### src/rtl/fp32_pkg.sv
// Shared constants, FSM state type and operand classification for the FP32 divider.
package fp32_pkg;
  localparam int          EXP_BIAS     = 127;
  localparam logic [7:0]  EXP_MAX      = 8'hff;
  localparam logic [22:0] QNAN_DEFAULT = 23'h400000;
  localparam int          DIV_ITERS    = 25;

  typedef enum logic [2:0] {
    S_IDLE,
    S_UNPACK,
    S_NORM,
    S_DIV,
    S_ROUND,
    S_DONE
  } state_t;

  typedef enum logic [2:0] {
    FC_ZERO,
    FC_SUB,
    FC_NORM,
    FC_INF,
    FC_NAN
  } fclass_t;

  function automatic fclass_t classify(input logic [30:0] v);
    if (v[30:23] == EXP_MAX) return (v[22:0] == '0) ? FC_INF : FC_NAN;
    if (v[30:23] == 8'h00)   return (v[22:0] == '0) ? FC_ZERO : FC_SUB;
    return FC_NORM;
  endfunction
endpackage

### src/rtl/mant_div_iter.sv
// Radix-2 restoring mantissa divider: one quotient bit per cycle, 25 steps per start.
module mant_div_iter
  import fp32_pkg::*;
(
  input  logic        clk,
  input  logic        rst,
  input  logic        i_start,
  input  logic [24:0] i_dividend,
  input  logic [23:0] i_divisor,
  output logic [23:0] o_quot,
  output logic        o_done
);
  localparam logic [4:0] LAST_ITER = 5'(DIV_ITERS - 1);

  logic        r_busy;
  logic [4:0]  r_cnt;
  logic [25:0] r_rem;
  logic [23:0] r_div;
  logic [23:0] r_quot;
  logic        w_ge;
  logic [25:0] w_rem_sel;

  assign w_ge      = r_rem >= {2'b00, r_div};
  assign w_rem_sel = w_ge ? (r_rem - {2'b00, r_div}) : r_rem;
  assign o_done    = r_busy && (r_cnt == LAST_ITER);
  // The leading integer bit is always 1 and falls off the top of the
  // 24-bit shift register, leaving {fraction[22:0], guard}.
  assign o_quot    = r_quot;

  always_ff @(posedge clk or negedge rst) begin
    if (!rst) begin
      r_busy <= 1'b0;
      r_cnt  <= '0;
      r_rem  <= '0;
      r_div  <= '0;
      r_quot <= '0;
    end else if (i_start) begin
      r_busy <= 1'b1;
      r_cnt  <= '0;
      r_rem  <= {1'b0, i_dividend};
      r_div  <= i_divisor;
      r_quot <= '0;
    end else if (r_busy) begin
      r_rem  <= w_rem_sel << 1;
      r_quot <= {r_quot[22:0], w_ge};
      r_cnt  <= r_cnt + 5'd1;
      if (r_cnt == LAST_ITER) r_busy <= 1'b0;
    end
  end
endmodule

### src/rtl/fp32_divider.sv
// Sequential IEEE-754 binary32 divider with valid/ready handshakes,
// round-to-nearest ties-away and quiet-NaN propagation.
//   state  | meaning
//   IDLE   | in_ready high, waiting for operands
//   UNPACK | classify operands, resolve special values
//   NORM   | normalize mantissas, form exponent, start the divider
//   DIV    | 25 restoring iterations
//   ROUND  | round, range check and pack
//   DONE   | out_valid high until out_ready
module fp32_divider
  import fp32_pkg::*;
(
  input  logic        clk,
  input  logic        rst,
  input  logic        in_valid,
  output logic        in_ready,
  input  logic [31:0] input_a,
  input  logic [31:0] input_b,
  output logic        out_valid,
  input  logic        out_ready,
  output logic [31:0] output_z,
  output logic        exception
);
  state_t             r_state, w_next;
  logic [31:0]        r_a, r_b;
  logic signed [9:0]  r_exp;
  logic [31:0]        r_z;
  logic               r_exc;

  logic               w_sign;
  fclass_t            w_cls_a, w_cls_b;
  logic               w_special, w_spec_exc;
  logic [31:0]        w_spec_z;
  logic [4:0]         w_lz_a, w_lz_b;
  logic [23:0]        w_ma, w_mb;
  logic signed [9:0]  w_ea, w_eb, w_e0, w_e_norm, w_e_rnd;
  logic               w_lt;
  logic [24:0]        w_ma25;
  logic [23:0]        w_quot;
  logic               w_div_done, w_carry;
  logic [22:0]        w_frac;
  logic [31:0]        w_rnd_z;

  function automatic logic [4:0] lzc24(input logic [23:0] v);
    logic [4:0] n;
    n = 5'd24;
    for (int i = 0; i < 24; i++) if (v[i]) n = 5'(23 - i);
    return n;
  endfunction

  assign w_sign  = r_a[31] ^ r_b[31];
  assign w_cls_a = classify(r_a[30:0]);
  assign w_cls_b = classify(r_b[30:0]);

  // Special-value priority: NaN, invalid, inf dividend, divide-by-zero, zero result.
  always_comb begin
    w_special  = 1'b1;
    w_spec_exc = 1'b0;
    w_spec_z   = {w_sign, 31'd0};
    if (w_cls_a == FC_NAN)
      w_spec_z = {w_sign, EXP_MAX, 1'b1, r_a[21:0]};
    else if (w_cls_b == FC_NAN)
      w_spec_z = {w_sign, EXP_MAX, 1'b1, r_b[21:0]};
    else if ((w_cls_a == FC_ZERO && w_cls_b == FC_ZERO) ||
             (w_cls_a == FC_INF  && w_cls_b == FC_INF))
      w_spec_z = {w_sign, EXP_MAX, QNAN_DEFAULT};
    else if (w_cls_a == FC_INF)
      w_spec_z = {w_sign, EXP_MAX, 23'd0};
    else if (w_cls_b == FC_ZERO) begin
      w_spec_z   = {w_sign, EXP_MAX, 23'd0};
      w_spec_exc = 1'b1;
    end else if (w_cls_a == FC_ZERO || w_cls_b == FC_INF)
      w_spec_z = {w_sign, 31'd0};
    else
      w_special = 1'b0;
  end

  assign w_lz_a = lzc24({1'b0, r_a[22:0]});
  assign w_lz_b = lzc24({1'b0, r_b[22:0]});
  assign w_ma = (w_cls_a == FC_SUB) ? ({1'b0, r_a[22:0]} << w_lz_a) : {1'b1, r_a[22:0]};
  assign w_mb = (w_cls_b == FC_SUB) ? ({1'b0, r_b[22:0]} << w_lz_b) : {1'b1, r_b[22:0]};
  assign w_ea = (w_cls_a == FC_SUB) ? (10'sd1 - $signed({5'd0, w_lz_a}))
                                    : $signed({2'b00, r_a[30:23]});
  assign w_eb = (w_cls_b == FC_SUB) ? (10'sd1 - $signed({5'd0, w_lz_b}))
                                    : $signed({2'b00, r_b[30:23]});
  assign w_e0 = w_ea - w_eb + $signed(10'(EXP_BIAS));
  // Pre-shift the dividend so the quotient always lands in [1,2).
  assign w_lt     = w_ma < w_mb;
  assign w_ma25   = w_lt ? {w_ma, 1'b0} : {1'b0, w_ma};
  assign w_e_norm = w_lt ? (w_e0 - 10'sd1) : w_e0;

  mant_div_iter u_div (
    .clk       (clk),
    .rst       (rst),
    .i_start   (r_state == S_NORM),
    .i_dividend(w_ma25),
    .i_divisor (w_mb),
    .o_quot    (w_quot),
    .o_done    (w_div_done)
  );

  // A carry out of the fraction means the mantissa rounded up to 2.0.
  assign {w_carry, w_frac} = {1'b0, w_quot[23:1]} + {23'd0, w_quot[0]};
  assign w_e_rnd = r_exp + $signed({9'd0, w_carry});

  always_comb begin
    if (w_e_rnd >= $signed({2'b00, EXP_MAX}))
      w_rnd_z = {w_sign, EXP_MAX, 23'd0};
    else if (w_e_rnd <= 10'sd0)
      w_rnd_z = {w_sign, 31'd0};
    else
      w_rnd_z = {w_sign, w_e_rnd[7:0], w_frac};
  end

  always_ff @(posedge clk or negedge rst) begin
    if (!rst) r_state <= S_IDLE;
    else      r_state <= w_next;
  end

  always_comb begin
    w_next = r_state;
    case (r_state)
      S_IDLE:   if (in_valid) w_next = S_UNPACK;
      S_UNPACK: w_next = w_special ? S_DONE : S_NORM;
      S_NORM:   w_next = S_DIV;
      S_DIV:    if (w_div_done) w_next = S_ROUND;
      S_ROUND:  w_next = S_DONE;
      S_DONE:   if (out_ready) w_next = S_IDLE;
      default:  w_next = S_IDLE;
    endcase
  end

  always_ff @(posedge clk or negedge rst) begin
    if (!rst) begin
      r_a   <= '0;
      r_b   <= '0;
      r_exp <= '0;
      r_z   <= '0;
      r_exc <= 1'b0;
    end else begin
      case (r_state)
        S_IDLE: if (in_valid) begin
          r_a <= input_a;
          r_b <= input_b;
        end
        S_UNPACK: if (w_special) begin
          r_z   <= w_spec_z;
          r_exc <= w_spec_exc;
        end
        S_NORM:  r_exp <= w_e_norm;
        S_ROUND: begin
          r_z   <= w_rnd_z;
          r_exc <= 1'b0;
        end
        default: ;
      endcase
    end
  end

  assign in_ready  = (r_state == S_IDLE);
  assign out_valid = (r_state == S_DONE);
  assign output_z  = r_z;
  assign exception = r_exc;
endmodule

### config.mk
export PLATFORM = sky130hd
export DESIGN_NAME = fp32_divider
export DESIGN_NICKNAME = d
export VERILOG_FILES = /design/src/rtl/fp32_pkg.sv /design/src/rtl/mant_div_iter.sv /design/src/rtl/fp32_divider.sv
export SDC_FILE = /design/constraint.sdc
export NUM_CORES = 1
export LEC_CHECK = 0
export CORE_ASPECT_RATIO = 0.9
export CORE_MARGIN = 2
export CORE_UTILIZATION = 55
export DETAILED_ROUTE_END_ITERATION = 12
export GPL_TIMING_DRIVEN = 0
export MAX_ROUTING_LAYER = met4
export PLACE_DENSITY_LB_ADDON = 0.2
export SKIP_CTS_REPAIR_TIMING = 1
export SYNTH_ARGS = -nofsm -noshare
export SYNTH_HDL_FRONTEND = slang
export SYNTH_SLANG_ARGS = --single-unit
### constraint.sdc
create_clock -name clk -period 9.95 [get_ports clk]
set_input_delay 0.995 -clock clk [delete_from_list [all_inputs] [get_ports clk]]
set_output_delay 0.995 -clock clk [all_outputs]
set_load 0.05 [all_outputs]
==> flow_summary.ini, run 1 <==
[placed_design]
port_buffers = 102
gp_congestion = 1.04
dp_hpwl_mm = 44.0
post-place-ws_ns = 3.13

[sta]
rsz0062_at_grt = no
timing.fmax_ghz = 0.140
finalCritPeriodShare_pct = 71.7
worstMarginPinSlew_ns = 1.23
fin_setup_tns_ns = 0
layout_min_cycle_time_ns = 7.13
slew_headroom_pct = 17.0
maxSlewViolCount = 0
fin_ws_ns = 2.82
hold_viol = 0
skew_ns = 0.0141
setup_viol = 0
whs_ns = 0.485

[floorplan]
start_util_pct = 56.2
rows = 57
die-area_um2 = 29100
die_w_um = 180
num_io_pins = 103
die_height_um = 162
core_area_um2 = 27200

[yosys]
synth_compound_area_share_pct = 25.4
synth_xor_xnor_area_share_pct = 4.02
synthArstFlopShare_pct = 100
synth_area_leaders = dfrtp_1 (31%), ha_1 (6.0%), mux2i_1 (4.8%), nand2_1 (4.4%), o21ai_0 (4.4%)
synth_edf_count = 0
synth_cell_types = 96
yosysSeqAreaShare_pct = 31.2
yosys.area_share.simple_pct = 17.9
yosys_warnings = 0
post_synth.cell_area_avg_um2 = 8.38
netlist.area_leader.share_pct = 31.2
synth_area_um2 = 15300
synth_mux_area_share_pct = 9.36
yosys.area.top_type = dfrtp_1
synth_nets = 1965
ys_ff_latch = 190
synth_flop_cell = dfrtp_1
synthCells = 1822
synth_top_family_by_area = compound AO/OA/AOI/OAI gates
synth_fa_ha_area_share_pct = 6.25

[global_routing]
gr-total-overflow = 0
grt_pass1_wl_mm = 88.4
grt_pass1_vias = 15000
grt_max_degree = 101
antenna_found_initial = 0
grt_usage_pct = 40.5

[clock_network]
cts_tree = yes
cts_buffers = 17
cts.path.max_buffers = 2
cts_max_level = 4
clkTransAtPathRegs_ns = 0.08
cts_root_buffer = clkbuf_16
cts_sinks = 190
clock_latency_ns = 0.46

[cells_and_area]
n_fill_cell = 2330
area_growth_pct = 13.7
drive_gt1_share_pct = 8.95
fin_nets = 2087
n_antenna_cell = 0

[detailed_routing]
wl_per_cell_um = 24.8
vias_per_cell = 6.81
drtPass1Iterations = 8
ant_nets = 0
totalWireLength_mm = 57.4
drc = 0
vias = 15700
drtIter0Drc = 2259

[critical_path]
worst_ep_arrival_time_ns = 7.46
required_ns = 10.27
criticalPathCategory = register to register
critPathLaunchType = register
worst_setup_path_end_kind = register
worstPathMaxFanout = 10

[outcome]
status = complete, no violations

[hold_path]
hold_class = register to register

[flow_run]
drv_cap = 0
==> Yosys cell counts (6+ instances only) <==
master	n
nor2_1	153
and2_1	17
nand3_1	45
o211ai_1	16
mux2i_1	73
buf_1	10
dfrtp_1	190
o21bai_1	6
o221ai_1	7
o31ai_1	12
or2_2	8
nor4_1	13
buf_6	6
clkbuf_1	72
a211oi_1	37
nand4_1	20
a221oi_1	30
ha_1	73
o21ai_1	9
a211o_1	7
nor2b_1	14
buf_2	33
nand2b_1	14
nand2_1	180
nor3_1	39
a31oi_1	12
a21o_1	30
xor2_1	33
o31a_1	6
o21a_1	38
xnor2_1	37
and3_1	21
a22oi_1	16
o21ai_0	135
mux2_2	57
o22ai_1	44
a221o_1	7
or3_1	6
inv_1	83
a21oi_1	100
==> final timing paths <==
check                                         endpoint                   startpoint  depth (start not counted)  slack [ns]
hold / removal             u_div.r_div[23]$_DFFE_PN0P_  u_div.r_div[23]$_DFFE_PN0P_                          2        0.49
hold reg to reg            u_div.r_div[23]$_DFFE_PN0P_  u_div.r_div[23]$_DFFE_PN0P_                          2        0.49
min in group asynchronous     output_z[31]$_DFFE_PN0P_                          rst                          1        0.50
setup reg to reg            u_div.r_rem[4]$_DFFE_PN0P_          r_b[20]$_DFFE_PN0P_                         19        2.82
setup / recovery            u_div.r_rem[4]$_DFFE_PN0P_          r_b[20]$_DFFE_PN0P_                         19        2.82
max in group asynchronous          r_a[17]$_DFFE_PN0P_                          rst                          2        8.47
==> registers in the layout, indices dropped and copies added, names as in the netlist <==
signal,count
output_z,32
r_a,32
r_b,32
u_div.r_rem,26
u_div.o_quot,24
u_div.r_div,24
r_exp,10
u_div.r_cnt,5
r_state,3
exception,1
u_div.r_busy,1
==> metrics by stage <==
stage | area, um2 | instances | utilization, %
CTS | 17400 | 2310 | 63.9
global route | 17400 | 2310 | 63.9
finish | 17400 | 2310 | 63.9
detailed placement | 16800 | 2279 | 61.7
global placement | 16700 | 2278 | 61.5
floorplan | 15300 | 1822 | -
==> logic make-up (layout without fill, tap and decap cells) <==
group / count (synthesis) / in the layout
fa+ha+maj: 75 / 75
flops: 190 / 190
buf+inv: 210 / 344
simple gates: 566 / 566
other cells: 2 / 2
mux: 133 / 133
compound gates: 576 / 576
xor+xnor: 70 / 70
==> layout by cell type, fill, tap and decap left out, drive strengths merged, types with 44 or more instances in the layout <==
cell	instances
a21oi	103
buf	54
clkbuf	89
clkdlybuf4s50	101
dfrtp	190
ha	73
inv	92
mux2	58
mux2i	73
nand2	180
nand3	46
nor2	155
o21ai	145
o22ai	44
==> cell type report <==
class                           count  area [um2]  share of cell area, %
Buffer                            124         563                   3.24
Multi-Input combinational cell   1422        9620                   55.4
Tap cell                          354         443                   2.55
Clock inverter                     14         170                  0.981
Timing Repair Buffer              103        1050                   6.07
Sequential cell                   190        4750                   27.4
Clock buffer                       17         425                   2.45
Inverter                           86         325                   1.87
==> per-layer routing <==
layer  wire [um]  global-route usage [%]
met1       23900                    54.1
met2       24700                    60.3
met3        6250                    8.48
met4        2520                    16.6
met5           0                       -
==> critical path, stage by stage (launching register included) <==
cell      delay, ns
dfrtp_1        0.38
buf_2          0.23
nor3_1         0.94
nand2_1        0.42
nor2_1         0.48
nand2_1        0.17
nand2_1        0.29
clkbuf_1       0.51
o21ai_0        0.45
ha_1           0.44
nand2_1        0.08
or3_1          0.46
nor3_1         0.28
o211ai_1       0.13
o311a_1        0.40
o21ai_2        0.16
buf_2          0.34
buf_2          0.33
mux2i_1        0.36
o22ai_1        0.13
Power of run 1 is not shown: default switching activity piles up to over one toggle a cycle in this logic, so the estimate is an artifact.
==> run 2: changes to the inputs <==
clock period = 6.1 ns   (was 9.95 ns; I/O delays follow)
==> run 2 against run 1 <==
  * Via count up 0.49%
  * Clock skew is 0.00064 ns higher
  * Cell area increased by 1.5%
  * Non-clock buffer count up 12
  * Worst hold slack got worse by 0.36 ns
  * First-iteration DRC count down 6.6%
  * Utilization is 0.94 points higher
  * Critical path depth rose by 3
==> flow_summary.ini, run 2 (synthesis gave the netlist of run 1 again) <==
[outcome]
status = complete, no violations

[cells_and_area]
fin_cells = 2322
seq_area_um2 = 4760
multi_input_area_um2 = 9740
area_growth_pct = 15.4
drive_gt1_share_pct = 11.3
n_antenna_cell = 0
mostFrequentLayoutCell = dfrtp_1
fin_nets = 2099
most-common-layout-cells = dfrtp_1 (186), nand2_1 (180), nor2_1 (149)
n_fill_cell = 2322

[floorplan]
die_height_um = 162
rows = 57
num_io_pins = 103
core_area_um2 = 27200
die-area_um2 = 29100
start_util_pct = 56.2
die_w_um = 180

[global_routing]
grt_max_degree = 101
grt_usage_pct = 40.5
grt_pass1_vias = 14900
grt_pass1_wl_mm = 88.4
antenna_found_initial = 0
gr-total-overflow = 0

[detailed_routing]
drtPass1Iterations = 7
wl_per_cell_um = 24.8
vias_per_cell = 6.81
drc = 0
totalWireLength_mm = 57.5
drtIter0Drc = 2109
ant_nets = 0
vias = 15800

[sta]
finalCritPeriodShare_pct = 97.6
setup_viol = 0
hold_viol = 0
skew_ns = 0.0148
layout_min_cycle_time_ns = 5.96
timing.fmax_ghz = 0.168
maxSlewViolCount = 0
worstMarginPinSlew_ns = 1.17
slew_headroom_pct = 21.2

[clock_network]
cts_max_level = 4
clkTransAtPathRegs_ns = 0.08
clock_latency_ns = 0.46
cts_tree = yes
cts.path.max_buffers = 2
cts_sinks = 190
cts_root_buffer = clkbuf_16
cts_buffers = 17

[critical_path]
crit_path_max_incr_delay_ns = 0.61
required_ns = 6.42
worstPathMaxFanout = 10
worst_ep_arrival_time_ns = 6.28
criticalPathCategory = register to register
cpMaxStageDelayCell = or4_4
worst_setup_path_end_kind = register
critPathLaunchType = register
cp_cell_sequence = buf_2, or4_4, nor4_4, and2_1, nand3_1, nand2_1, buf_2, nor2_1, o21ai_0, o22ai_1, nor2_1, ha_1, nand4_1, or3_1, nor3_1, o211ai_1, o311a_1, o21ai_2, buf_6, clkbuf_4, mux2i_2, o22ai_1

[placed_design]
gp_congestion = 1.04
port_buffers = 102
dp_cells = 2279
dp_hpwl_mm = 44.0

[hold_path]
hold_class = input pin to asynchronous set/reset pin

[flow_run]
drv_cap = 0
==> run 2: cell types whose count changed in the layout (fill, tap and decap cells not counted), moves of 5 or more <==
cell,before,now
buf_2,33,28
buf_4,3,17
mux2i_2,0,5
clkbuf_1,72,62
clkbuf_2,0,9
mux2i_1,73,67
==> run 2: final timing paths <==
kind                                        startpoint                          end  slack, ns  depth (start not counted)
max reg2reg                         r_a[8]$_DFFE_PN0P_   u_div.r_rem[5]$_DFFE_PN0P_       0.14                         22
max                                 r_a[8]$_DFFE_PN0P_   u_div.r_rem[5]$_DFFE_PN0P_       0.14                         22
min in group clk           u_div.r_div[23]$_DFFE_PN0P_  u_div.r_div[23]$_DFFE_PN0P_       0.48                          2
max in group asynchronous                          rst           r_a[5]$_DFFE_PN0P_       4.99                          2
min                                                rst     output_z[31]$_DFFE_PN0P_       0.13                          1
min reg2reg                u_div.r_div[23]$_DFFE_PN0P_  u_div.r_div[23]$_DFFE_PN0P_       0.48                          2
==> run 2: critical path: cells and delay by family, from the launching register on <==
kind	cells	cell delay (ns)
and+or+nand+nor	10	2.90
muxes	1	0.30
buffers and inverters	4	0.99
adders and majority gates	1	0.20
AOI/OAI and AO/OA	6	1.02
DFF	1	0.39
==> run 2: area by class of cell <==
class / instances / share of cell area (%)
timing repair buffer: 117 / 6.58
clock buffer: 17 / 2.42
inverter: 86 / 1.87
tap: 354 / 2.52
buffer: 122 / 3.31
clock inverter: 14 / 0.966
multi-input combinational: 1422 / 55.3
sequential: 190 / 27.0
==> run 2: per-stage QoR <==
stage          util (%)  hold slack, ns  cell area [um2]  setup slack (ns)  TNS (ns)
2_1_floorplan         -           0.314            15300              1.13         0
3_3_place_gp       61.5           0.443            16700             -3.42   -659.13
3_5_place_dp       61.7           0.465            16800            -0.723    -11.71
4_1_cts            63.9           0.173            17400            -0.738    -12.27
5_1_grt            64.8           0.206            17600           -0.0102   -0.0102
6_report           64.8           0.126            17600             0.144         0
==> run 2: metal layers <==
metal  GRT usage [%]  up-vias  wire length (um)
li1                -     6952                 -
met1            54.0     7610             23900
met2            60.3     1042             24800
met3            8.52      202              6440
met4            16.6        0              2420
met5               -        -                 0
Power of run 2 is left out for the same reason.
==> run 3: changes to the inputs <==
clock period = 4.86 ns   (was 6.1 ns; I/O delays follow)
==> run 3 against run 2 <==
  * The run now ends with negative hold slack, negative setup slack left
  * Non-clock buffer count grew 110
  * Maximum frequency grew 14%
  * Critical path depth shrank 3
  * Clock-buffer cell count grew 1
  * Flip-flop and latch count is the same
  * Global-route usage shrank 0.27 points
  * Wire length grew 8.9%
  * Utilization grew 9.4 points
  * Clock skew grew 0.0071 ns
  * Highest routed layer unchanged
==> flow_summary.ini, run 3 (synthesis gave the netlist of run 1 again) <==
[outcome]
status = finished, violations left
violations = negative hold slack, negative setup slack

[placed_design]
port_buffers = 102
post-place-ws_ns = -1.38
placed_cell_area_um2 = 16800
dp_hpwl_mm = 43.9
gp_congestion = 1.04

[detailed_routing]
drtIter0Drc = 2382
ant_nets = 0
wl_per_cell_um = 25.7
vias_per_cell = 6.87
totalWireLength_mm = 62.6
drc = 0
vias = 16700
drtPass1Iterations = 8

[clock_network]
cts.path.max_buffers = 2
cts_max_level = 4
cts_tree = yes
cts_sinks = 190
clkTransAtPathRegs_ns = 0.08
cts_root_buffer = clkbuf_16
clock_latency_ns = 0.46
cts_buffers = 17

[cells_and_area]
most-common-layout-cells = nand2_1 (171), dfrtp_1 (171), nor2_1 (135)
area_growth_pct = 32.1
n_fill_cell = 1914
drive_gt1_share_pct = 26.1
final_area_um2 = 20200
fin_nets = 2209

[sta]
maxSlewViolCount = 0
timing.fmax_ghz = 0.191
fin_ws_ns = -0.378
worstMarginPinSlew_ns = 1.09
setup_viol = 34
layout_min_cycle_time_ns = 5.24
hold_viol = 1
rsz0062_at_grt = yes
slew_headroom_pct = 27.3
finalCritPeriodShare_pct = 108
whs_ns = -0.00243
skew_ns = 0.0219

[hold_path]
hold_class = input pin to asynchronous set/reset pin

[critical_path]
required_ns = 5.17
worstPathMaxFanout = 10
criticalPathCategory = register to register
worst_ep_arrival_time_ns = 5.55
critPathLaunchType = register
worst_setup_path_end_kind = register

[global_routing]
grt_pass1_wl_mm = 88.2
grt_pass1_vias = 15200
grt_usage_pct = 40.2
antenna_found_initial = 1
grt_max_degree = 104
gr-total-overflow = 0

[floorplan]
num_io_pins = 103
die-area_um2 = 29100
core_area_um2 = 27200
rows = 57
die_w_um = 180
die_height_um = 162
start_util_pct = 56.2

[flow_run]
drv_cap = 0
==> run 3: layout make-up <==
cell class / instances / area (um2) / area share (%)
tap: 354 / 443 / 2.20
multi-input combinational: 1422 / 11100 / 55.0
antenna: 2 / 5.00 / 0.0248
timing repair buffer: 234 / 2180 / 10.8
clock buffer: 18 / 429 / 2.13
inverter: 86 / 335 / 1.66
clock inverter: 14 / 159 / 0.788
sequential: 190 / 4780 / 23.7
buffer: 115 / 741 / 3.67
==> run 3: worst paths after layout <==
check | from | end | slack [ns] | cells past startpoint
worst max-delay path | r_a[11]$_DFFE_PN0P_ | u_div.r_rem[4]$_DFFE_PN0P_ | -0.38 | 19
worst min-delay path | rst | output_z[31]$_DFFE_PN0P_ | -0.002 | 1
worst max register to register | r_a[11]$_DFFE_PN0P_ | u_div.r_rem[4]$_DFFE_PN0P_ | -0.38 | 19
worst min register to register | u_div.r_div[23]$_DFFE_PN0P_ | u_div.r_div[23]$_DFFE_PN0P_ | 0.47 | 2
max in group asynchronous | rst | r_a[21]$_DFFE_PN0P_ | 3.84 | 2
min in group clk | u_div.r_div[23]$_DFFE_PN0P_ | u_div.r_div[23]$_DFFE_PN0P_ | 0.47 | 2
==> run 3: layer usage <==
metal	global-route usage, %	up-vias	part of all wire (%)
met3	8.57	339	12
met5	-	-	0
met4	18.0	0	6.1
li1	-	7180	-
met2	60.4	1278	43
met1	52.5	7932	38
==> run 3: through the flow <==
step | setup TNS (ns) | cells | utilization [%]
final | -8.26 | 2435 | 74.2
after global routing | -13.76 | 2434 | 74.2
after CTS | -43.73 | 2311 | 63.9
after detailed placement | -40.81 | 2279 | 61.7
after global placement | -906.71 | 2278 | 61.6
after floorplan | 0 | 1822 | -
==> run 3: worst max-delay path, stage by stage (launching register included) <==
cell and delay [ns]:
dfrtp_1 0.59, inv_1 0.24, a21oi_1 0.10, a211o_1 0.37, a21oi_2 0.28, buf_4 0.28
mux2i_4 0.37, a2111oi_4 0.13, nor4_4 0.49, ha_4 0.21, nand4_1 0.12, or3_4 0.42
nor3_4 0.13, o211ai_1 0.10, o311a_1 0.36, o21ai_4 0.15, buf_8 0.20, buf_12 0.14
mux2i_4 0.27, o22ai_1 0.12
Power of run 3 is left out for the same reason.
